<file path="config.mk">
export PLATFORM = sky130hd
export DESIGN_NAME = rr_arb_mux2
export DESIGN_NICKNAME = d
export VERILOG_FILES = /design/src/rtl/rr_arb_mux2.sv
export SDC_FILE = /design/constraint.sdc
export NUM_CORES = 1
export LEC_CHECK = 0
export BUFFER_PORTS_ARGS = -buffer_cell sky130_fd_sc_hd__buf_4
export CAP_MARGIN = 20
export CORE_MARGIN = 5
export CORE_UTILIZATION = 49
export CTS_BUF_LIST = sky130_fd_sc_hd__clkbuf_8
export CTS_CLUSTER_DIAMETER = 100
export CTS_CLUSTER_SIZE = 12
export DETAILED_ROUTE_END_ITERATION = 6
export GPL_ROUTABILITY_DRIVEN = 0
export GPL_TIMING_DRIVEN = 1
export PLACE_DENSITY_LB_ADDON = 0.12
export REMOVE_ABC_BUFFERS = 1
export SYNTH_ARGS = -nofsm -noshare
export SYNTH_HDL_FRONTEND = slang
export SYNTH_SLANG_ARGS = --single-unit
</file>
<file path="constraint.sdc">
create_clock -name clk -period 3.2 [get_ports clk]
set_input_delay 0.32 -clock clk [delete_from_list [all_inputs] [get_ports clk]]
set_output_delay 0.32 -clock clk [all_outputs]
set_load 0.02 [all_outputs]
</file>
<file path="src/rtl/rr_arb_mux2.sv">
// Two-input round-robin arbiter feeding a one-entry registered output stage.
// The loser of each transfer holds priority for the next contended cycle.
module rr_arb_mux2 #(
  parameter int WIDTH = 8
) (
  input  logic             clk,
  input  logic             rst_n,
  input  logic             d0_valid,
  input  logic [WIDTH-1:0] d0_data,
  output logic             d0_ready,
  input  logic             d1_valid,
  input  logic [WIDTH-1:0] d1_data,
  output logic             d1_ready,
  output logic             sel,
  output logic             y_valid,
  output logic [WIDTH-1:0] y_data,
  output logic             y_src,
  input  logic             y_ready
);

  logic r_pri;
  logic w_space;
  logic w_load;

  // Winner depends only on the valids and the pointer, never on y_ready.
  always_comb begin
    sel = r_pri;
    if (d0_valid && !d1_valid) begin
      sel = 1'b0;
    end else if (d1_valid && !d0_valid) begin
      sel = 1'b1;
    end else begin
      sel = r_pri;
    end
  end

  assign w_space  = !y_valid || y_ready;
  assign d0_ready = w_space && d0_valid && (sel == 1'b0);
  assign d1_ready = w_space && d1_valid && (sel == 1'b1);
  assign w_load   = d0_ready || d1_ready;

  always_ff @(posedge clk or negedge rst_n) begin
    if (!rst_n) begin
      y_valid <= 1'b0;
      y_data  <= {WIDTH{1'b0}};
      y_src   <= 1'b0;
      r_pri   <= 1'b0;
    end else if (w_load) begin
      y_valid <= 1'b1;
      y_data  <= sel ? d1_data : d0_data;
      y_src   <= sel;
      r_pri   <= ~sel;
    end else if (y_ready) begin
      y_valid <= 1'b0;
    end else begin
      y_valid <= y_valid;
    end
  end

endmodule
</file>
==> reports/summary.md, run 1 <==
• result of the run: complete, no violations
• endpoint with the worst hold slack: y_data[3]
• post-synthesis average cell area: 9.725 um2
• root buf cell: clkbuf_8
• simple-gate area share of the yosys netlist: 0.1228
• number of primary I/O pins: 34
• vias post-DR: 679
• post-route cell area: 915.9 um2
• Worst Reg2Reg Path Length in Cells: 3
• Netlist Area Pre-Place: 641.9 um2
• layout net count: 119
• detail-routed via count per cell: 6.063
• number of antenna violations at the first check in global routing: 0
• clock tree skew after final layout: 0.001997 ns
• type of element capturing the critical path: output port
• max capacitance violation total: 0
• total congestion overflow: 0
• detailed-route wire length per cell: 15.54 um
• commonest non-fill, non-tap cell in the layout: buf_4
• count of state elements after synthesis: 11
• flop-to-flop setup slack: 1.90 ns
• Synth cell types: 16
• Crit Path Max Fanout: 12
• floorplan core area: 1269 um2
• part of the cycle the worst path needs: 0.5790
• launch point of the worst path: r_pri
• Sinks on Clock Net: 11
• sum of negative setup slack: 0 ns
• min-delay src: d0_data[3]
• commonest cells after routing, fill and taps aside: 33 x buf_4, 16 x o2111ai_1, 11 x dfrtp_1
• most used routing layer: met2
• Hold-fix buffers, CTS: 1
• smallest setup slack after layout: 1.347 ns
• transition time at the pin with the least slew margin: 0.4687 ns
• Peak supply drop: 0.3016 mV
• sequential share of the synthesized area: 0.4288
• number of design-rule violations left by the first detailed-router iteration: 10
• height of the chip: 46.19 um
• leak pwr: 0.4249 nW
• xor/xnor share of the synthesized area: 0
• share of post-route cells with drive strength above 1: 0.4124
• number of search-and-repair iterations in the first detailed-routing pass: 4
• met1 Usage GRT: 0.2404
• Global Route met3 Usage: 0.03906
• worst reg2reg startpoint: r_pri
• CTS tree: built
• placed wire-length estimate: 1.225 mm
• fraction of registers with async set or reset after synthesis: 1.000
• P per Cell Area: 517.3 nW/um2
• PortBufs: 33
• number of cells upsized or downsized after cts: 0
• fraction of synthesized cell area taken by the top area cell type: 0.4288
• Adder-Cell Fraction of Synth Area: 0
• endpoint of the worst register-to-register path: y_data[5]
• area of the die: 2134 um2
• vias in the first global route: 630
• number of standard-cell rows in the floorplan: 13
• number of pins exceeding their max-slew limit in the final report: 0
• shortest clock period the worst path allows after layout: 1.853 ns
• placed inst area: 860.8 um2
• setup slack at placement: 1.643 ns
• number of synthesized flops with an enable pin: 0
• required time worst endpoint: 2.88 ns
• number of buffers added by the clock tree synthesis step: 3
• wire length of the first global-routing pass: 2.835 mm
• final setup violation count: 0
• antenna-violating nets left: 0
• total design power: 0.4738 mW
• pin count of the biggest net entering global routing: 21
• maximum buffer depth of the clock tree: 2
• relative slew slack: 0.6864
• worst hold path depth: 3
• dominant combinational cell family by area after synthesis: compound AO/OA/AOI/OAI gates
• unrepaired setup endpoints after global routing: no
• instance count of the mapped netlist: 66
• clock latency on the worst-skew pair: 0.24 ns
• hold slack: 0.3708 ns
• Peak Freq: 539.7 MHz
• width of the die: 46.19 um
• Tot GR Track Use: 0.1877
• area fraction in compound gates after synthesis: 0.3567
• clock-pin transition on the worst setup and hold timing paths: 0.05 ns
• largest cells by area after synthesis: dfrtp_1 43%, o2111ai_1 22%, nand3_1 7.0%
• area added between synthesis and finish: 42.69%
• number of post-CTS setup repair buffers: 0
• Final Hold Violating Endpoints: 0
• H-tree depth reported by CTS: 1
• met2 global-route usage: 0.2995
• path class of the lowest-slack min-delay path: in2reg
• fraction of synthesized area in multiplexers: 0
• Critical Setup Path Class: reg2out
• starting utilization of the core area: 0.5059
• number of diodes added for antenna fixing: 0
• Total Wirelength: 1.740 mm
• Critical Path Start Type: register
• Arr. time, crit path: 1.53 ns
• Yosys warning count: 0
• number of remaining DRC errors: 0
• most used flip-flop cell after synthesis: dfrtp_1
• largest area contributor in the synthesized netlist: dfrtp_1
## cells by family after synthesis
logic type             Yosys count
AND/OR/NAND/NOR                 14
buffers and inverters           10
AO/OA/AOI/OAI                   31
flip-flops                      11
## metal layers
layer	part of all wire	vias up	wire length (um)
met5	0	-	0
met4	0.011	0	19
met3	0.10	4	180
met2	0.49	39	857
met1	0.39	305	683
li1	-	331	-
## state kept, by name (all words and copies together), names as in the netlist
name     count
y_data       8
y_valid      1
r_pri        1
y_src        1
## worst max-delay path, cell delays in order, from the launching register on
cell and delay [ns]:
dfrtp_1 0.55, inv_1 0.25, a211oi_1 0.30, buf_4 0.19
## cells in the mapped netlist, types with 2 or more instances
| cell | number |
|---|---|
| buf_6 | 2 |
| nand3_1 | 9 |
| a211oi_1 | 2 |
| a21oi_1 | 2 |
| inv_2 | 2 |
| buf_2 | 5 |
| o21ai_0 | 9 |
| nand2_1 | 2 |
| o2111ai_1 | 16 |
| dfrtp_1 | 11 |
## stage by stage
step	utilization	cells
after floorplan	-	59
after global placement	0.6785	107
after detailed placement	0.6785	107
after CTS	0.7219	112
after global routing	0.7219	112
final	0.7219	112
## worst max path at each step
stage / endpoint / slack, ns / cells after the start
6_report: d1_ready / 1.35 / 3
5_1_grt: d1_ready / 1.26 / 3
4_1_cts: d1_ready / 1.37 / 3
3_5_place_dp: d1_ready / 1.64 / 3
3_3_place_gp: d1_ready / 1.66 / 3
2_1_floorplan: d0_ready / 1.56 / 2
## cell type report
cell class	count	area, um2
timing repair buffer	34	257.7
fill	105	352.8
sequential	11	275.3
clock inverter	1	3.754
multi-input combinational	45	307.8
tap	15	18.77
clock buffer	3	41.29
inverter	3	11.26
## where the power goes
group / switching (mW) / internal (mW) / total [mW]
sequential: 0.0190 / 0.163 / 0.182
combinational: 0.0874 / 0.0682 / 0.156
clock: 0.0523 / 0.0842 / 0.136
Note: power is estimated with default switching activity, not from simulation.
==> run 2, diff against run 1 <==
--- a/config.mk
+++ b/config.mk
@@ -5,10 +5,11 @@
 export SDC_FILE = /design/constraint.sdc
 export NUM_CORES = 1
 export LEC_CHECK = 0
+export ABC_AREA = 1
 export BUFFER_PORTS_ARGS = -buffer_cell sky130_fd_sc_hd__buf_4
 export CAP_MARGIN = 20
 export CORE_MARGIN = 5
-export CORE_UTILIZATION = 49
+export CORE_UTILIZATION = 40
 export CTS_BUF_LIST = sky130_fd_sc_hd__clkbuf_8
 export CTS_CLUSTER_DIAMETER = 100
 export CTS_CLUSTER_SIZE = 12
==> constraint.sdc (replaced) <==
create_clock -name clk -period 1.6 [get_ports clk]
set_input_delay 0.16 -clock clk [delete_from_list [all_inputs] [get_ports clk]]
set_output_delay 0.16 -clock clk [all_outputs]
set_load 0.02 [all_outputs]
==> run 2 against run 1 <==
Effect of this change:
- combinational power rose to 2.7 times the previous value
- via count fell by 8.1%
- sequential power rose by 110%
- synthesized area fell by 2.3%
- clock skew fell by 0.00092 ns
- flip-flop and latch count did not move
- clock power rose by 93%
- clock-buffer cell count did not move
- critical path type unchanged
- largest power group is now combinational cells
==> reports/summary.md, run 2 <==
• Total Wirelength: 1.425 mm
• number of placed instances, taps included: 136
• starting utilization of the core area: 0.4210
• count of state elements after synthesis: 11
• number of primary I/O pins: 34
• metal1 wirelength: 642 um
• area occupied by registers: 275.3 um2
• top layer in use: met4
• Crit Path Max Fanout: 10
• Yosys warning count: 0
• fraction of registers with async set or reset after synthesis: 1.000
• flop-to-flop setup slack: 0.54 ns
• number of design-rule violations left by the first detailed-router iteration: 3
• detail-routed via count per cell: 4.426
• hold slack: 0.2258 ns
• Final Hold Violating Endpoints: 0
• sequential share of the synthesized area: 0.4391
• Synth cell types: 10
• # fillers: 138
• number of diodes added for antenna fixing: 0
• result of the run: complete, no violations
• relative slew slack: 0.8848
• Critical Path Start Type: register
• floorplan core area: 1489 um2
• Peak Freq: 755.5 MHz
• number of remaining DRC errors: 0
• Layout Utilization: 0.6378
• largest reg by FF count: y_data
• PortBufs: 33
• maximum buffer depth of the clock tree: 2
• area added between synthesis and finish: 51.50%
• most used flip-flop cell after synthesis: dfrtp_1
• transition time at the pin with the least slew margin: 0.1710 ns
• commonest cells after routing, fill and taps aside: 33 x buf_4, 27 x nand2_1, 24 x inv_1
• most common cell in the netlist: nand2_1
• total length of routed met2 wires: 657 um
• max capacitance violation total: 0
• sum of negative setup slack: 0 ns
• vias in the first global route: 599
• number of pins exceeding their max-slew limit in the final report: 0
• width of the die: 49.59 um
• largest cells by area after synthesis: dfrtp_1 44%, nand2_1 16%, inv_1 14%
• H-tree depth reported by CTS: 1
• number of standard cells in the layout, taps in and fillers out: 141
• vias post-DR: 624
• layout net count: 147
• pin count of the biggest net entering global routing: 12
• Arr. time, crit path: 1.16 ns
• area occupied by multi-input gates: 256.5 um2
• post-synthesis average cell area: 7.205 um2
• path class of the lowest-slack min-delay path: in2reg
• commonest non-fill, non-tap cell in the layout: buf_4
• height of the chip: 49.59 um
• Critical Setup Path Class: reg2out
• required time worst endpoint: 1.44 ns
• largest area contributor in the synthesized netlist: dfrtp_1
• part of the cycle the worst path needs: 0.8272
• number of cells upsized or downsized after cts: 0
• wire length of the first global-routing pass: 2.656 mm
• clock latency on the worst-skew pair: 0.23 ns
• number of antenna violations at the first check in global routing: 0
• number of synthesized flops with an enable pin: 0
• shortest clock period the worst path allows after layout: 1.324 ns
• total congestion overflow: 0
• area of the die: 2459 um2
• P per Cell Area: 1108 nW/um2
• placed wire-length estimate: 1.160 mm
• antenna-violating nets left: 0
• clock-pin transition on the worst setup and hold timing paths: 0.05 ns
• number of standard-cell rows in the floorplan: 14
• type of element capturing the critical path: output port
• detailed-route wire length per cell: 10.11 um
• Tot GR Track Use: 0.1366
• Sinks on Clock Net: 11
• CTS tree: built
• number of search-and-repair iterations in the first detailed-routing pass: 4
• final setup violation count: 0
• total design power: 1.053 mW
• max FFs per register: 8
• fraction of synthesized cell area taken by the top area cell type: 0.4391
• number of buffers added by the clock tree synthesis step: 3
• Netlist Area Pre-Place: 626.9 um2
• unrepaired setup endpoints after global routing: no
• root buf cell: clkbuf_8
• met3 routed WL: 102 um
• Peak supply drop: 0.5236 mV
• instance count of the mapped netlist: 87
• Commonest cells post-synth: 27 x nand2_1, 23 x inv_1, 16 x nand3_1
• clock tree skew after final layout: 0.001081 ns
• share of post-route cells with drive strength above 1: 0.3440
• leak pwr: 0.5986 nW
## run 2: cell count changes after synthesis, sizes merged, moves of 2 or more
cell     previous run  this run
nand3               9        17
o21ai               9         2
buf                 7         0
nand2               2        32
a211oi              2         0
a21oi               2         0
o2111ai            16         0
inv                 3        24
## run 2: worst paths after layout
kind / to / cells past startpoint / start
max: sel / 5 / r_pri
min: y_valid / 4 / y_ready
min reg2reg: y_data[7] / 2 / y_data[7]
min in group asynchronous: y_src / 2 / rst_n
max reg2reg: y_data[6] / 6 / y_valid
max in group asynchronous: y_data[6] / 2 / rst_n
## run 2: area by class of cell
cell class	count	area share
Timing Repair Buffer	34	0.2714
Sequential cell	11	0.2899
Tap cell	16	0.02108
Clock buffer	3	0.04348
Multi-Input combinational cell	52	0.2701
Clock inverter	1	0.003953
Inverter	24	0.1001
## run 2: power breakdown
group	internal, mW	leakage (nW)	switching [mW]
Clock	0.168	0.0269	0.0952
Sequential	0.343	0.130	0.0332
Combinational	0.176	0.442	0.238
## run 2: timing repair
action,in CTS,in global routing
buffers inserted,0,0
endpoints found under the hold margin,11,0
hold buffers,1,0
## run 2: cells by family (layout without fill, tap and decap cells)
family                 count (synthesis)  in the layout  share of synthesized area
and+or+nand+nor                       50             50                     0.3932
buffers and inverters                 24             62                     0.1517
DFF                                   11             11                     0.4391
AOI/OAI and AO/OA                      2              2                    0.01597
## run 2: critical path, cell delays in order (launching register included)
cell,delay [ns]
dfrtp_1,0.38
inv_1,0.11
nand2_4,0.10
nand2_4,0.13
inv_1,0.05
buf_4,0.15
## run 2: metrics by stage
| stage | worst slack, ns | area (um2) |
|---|---|---|
| 2_1_floorplan | 0.4345 | 626.9 |
| 3_3_place_gp | 0.5460 | 894.6 |
| 3_5_place_dp | 0.5196 | 894.6 |
| 4_1_cts | 0.2656 | 949.7 |
| 5_1_grt | 0.1773 | 949.7 |
| 6_report | 0.2764 | 949.7 |
## run 2: layer usage
metal / global-route usage / vias to the layer above
met2: 0.1886 / 24
met5: 0 / -
met4: 0.06550 / 0
met3: 0.04217 / 2
li1: - / 334
met1: 0.1903 / 264
==> run 3, diff against run 2 <==
--- a/config.mk
+++ b/config.mk
@@ -9,7 +9,7 @@
 export BUFFER_PORTS_ARGS = -buffer_cell sky130_fd_sc_hd__buf_4
 export CAP_MARGIN = 20
 export CORE_MARGIN = 5
-export CORE_UTILIZATION = 40
+export CORE_UTILIZATION = 45
 export CTS_BUF_LIST = sky130_fd_sc_hd__clkbuf_8
 export CTS_CLUSTER_DIAMETER = 100
 export CTS_CLUSTER_SIZE = 12
==> constraint.sdc (replaced) <==
create_clock -name clk -period 1.35 [get_ports clk]
set_input_delay 0.135 -clock clk [delete_from_list [all_inputs] [get_ports clk]]
set_output_delay 0.135 -clock clk [all_outputs]
set_load 0.02 [all_outputs]
==> run 3 against run 2 <==
Effect of this change:
- clock-buffer cell count unchanged
- design area up 6.9%
- register-to-register slack worse by 0.35 ns
- power up 26%
- critical endpoint unchanged
- combinational power up 33%
==> reports/summary.md, run 3 (synthesized netlist as in run 2, its figures left out) <==
• area of the die: 2239 um2
• result of the run: complete, no violations
• number of design-rule violations left by the first detailed-router iteration: 10
• Peak supply drop: 0.8135 mV
• commonest cells after routing, fill and taps aside: 40 x buf_4, 26 x nand2_1, 24 x inv_1
• detailed-route wire length per cell: 12.60 um
• number of pins exceeding their max-slew limit in the final report: 0
• P per Cell Area: 1308 nW/um2
• vias post-DR: 690
• antenna-violating nets left: 0
• Tot GR Track Use: 0.1802
• worst reg2reg startpoint: r_pri
• shortest clock period the worst path allows after layout: 1.288 ns
• Sinks on Clock Net: 11
• commonest non-fill, non-tap cell in the layout: buf_4
• number of standard cells in the layout, taps in and fillers out: 147
• wire length of the first global-routing pass: 2.773 mm
• Arr. time, crit path: 1.15 ns
• height of the chip: 47.32 um
• placed inst area: 893.4 um2
• cell mode on critical path: inv_1
• number of placed instances, taps included: 135
• Peak Freq: 776.1 MHz
• number of remaining DRC errors: 0
• number of antenna violations at the first check in global routing: 0
• detail-routed via count per cell: 4.694
• met1 Usage GRT: 0.2371
• max FFs per register: 8
• most used routing layer: met2
• type of element capturing the critical path: output port
• cell breakdown of the critical path: inv_1 -> nand2_4 -> nand2_8 -> inv_1 -> buf_4
• root buf cell: clkbuf_8
• worst hold path depth: 5
• vias in the first global route: 632
• min-delay src: d0_data[6]
• maximum buffer depth of the clock tree: 2
• width of the die: 47.32 um
• family with the most delay on the worst path: flip-flops
• transition time at the pin with the least slew margin: 0.1423 ns
• floorplan core area: 1318 um2
• starting utilization of the core area: 0.4758
• placed wire-length estimate: 1.285 mm
• number of standard-cell rows in the floorplan: 13
• required time worst endpoint: 1.22 ns
• number of primary I/O pins: 34
• met2 global-route usage: 0.2861
• post-route cell area: 1015 um2
• Final Hold Violating Endpoints: 0
• Global Route met3 Usage: 0.03065
• H-tree depth reported by CTS: 1
• number of logic stages on the critical path including buffering: 5
• launch point of the worst path: r_pri
• clock-pin transition on the worst setup and hold timing paths: 0.05 ns
• pin count of the biggest net entering global routing: 12
• CTS tree: built
• clock latency on the worst-skew pair: 0.24 ns
• buffers plus inverters on the worst setup path: 3
• relative slew slack: 0.9041
• Worst Reg2Reg Path Length in Cells: 7
• share of post-route cells with drive strength above 1: 0.3939
• number of search-and-repair iterations in the first detailed-routing pass: 4
• area added between synthesis and finish: 61.88%
• number of diodes added for antenna fixing: 0
• layout net count: 154
• CP max stage delay: 0.39 ns
• final setup violation count: 0
• max capacitance violation total: 0
• clock tree skew after final layout: 0.002933 ns
• Crit Path Max Fanout: 10
• PortBufs: 33
• Critical Setup Path Class: reg2out
• path class of the lowest-slack min-delay path: in2reg
• largest reg by FF count: y_data
• Worst path slowest cell: dfrtp_1
• leak pwr: 0.6310 nW
• part of the cycle the worst path needs: 0.9544
• total congestion overflow: 0
• Total Wirelength: 1.852 mm
• number of buffers added by the clock tree synthesis step: 3
• Critical Path Start Type: register
-- run 3: cell count changes in the layout (fill, tap and decap cells not counted) --
cell	delta
buf_4	+7
nand2_1	-1
nand2_2	+1
nand2_4	-1
nand2_8	+1
nor2_1	-1
nor2_2	+1
-- run 3: where the power goes --
group	switching [mW]	internal (mW)	total (mW)
Clock	0.124	0.200	0.324
Sequential	0.0458	0.406	0.452
Combinational	0.311	0.240	0.551
Total	0.481	0.846	1.33
-- run 3: path summary, 6_finish.rpt --
path	endpoint	slack (ns)
hold / removal	y_data[6]	0.20
min in group asynchronous	y_data[0]	0.29
hold reg to reg	y_data[6]	0.48
setup reg to reg	y_data[4]	0.19
setup / recovery	sel	0.06
max in group asynchronous	y_data[4]	0.91
-- run 3: area by class of cell --
type                            instances  area, um2
Timing Repair Buffer                   41      310.3
Clock buffer                            3      41.29
Fill cell                             109      302.8
Clock inverter                          1      3.754
Multi-Input combinational cell         52      270.3
Sequential cell                        11      275.3
Tap cell                               15      18.77
Inverter                               24      95.09
-- run 3: layer usage --
metal,part of all wire,wire length (um)
met1,0.40,735
met2,0.51,951
met3,0.084,155
met4,0.0054,10
met5,0,0
-- run 3: per-stage QoR --
step	setup slack, ns	hold slack, ns	setup TNS (ns)	utilization	power, mW
finish	0.06155	0.2039	0	0.7702	1.327
global route	-0.003846	0.2220	-0.003846	0.7702	1.411
CTS	0.004150	0.2054	0	0.7198	1.284
detailed placement	0.2645	-0.01900	0	0.6781	0.9557
global placement	0.2797	-0.02178	0	0.6781	0.9452
floorplan	0.2095	-0.1606	0	-	0.7285
-- run 3: tightest hold or removal path: cells and delay by family --
kind,cells,cell delay (ns)
AND/OR/NAND/NOR,3,0.16
buffers and inverters,2,0.10
-- run 3: repair_timing --
action                     in CTS  in global routing
gates resized for setup         0                  3
hold buffers                    1                  0
setup endpoints to repair       0                  2
hold endpoints to repair       11                  0
setup buffers                   0                  7
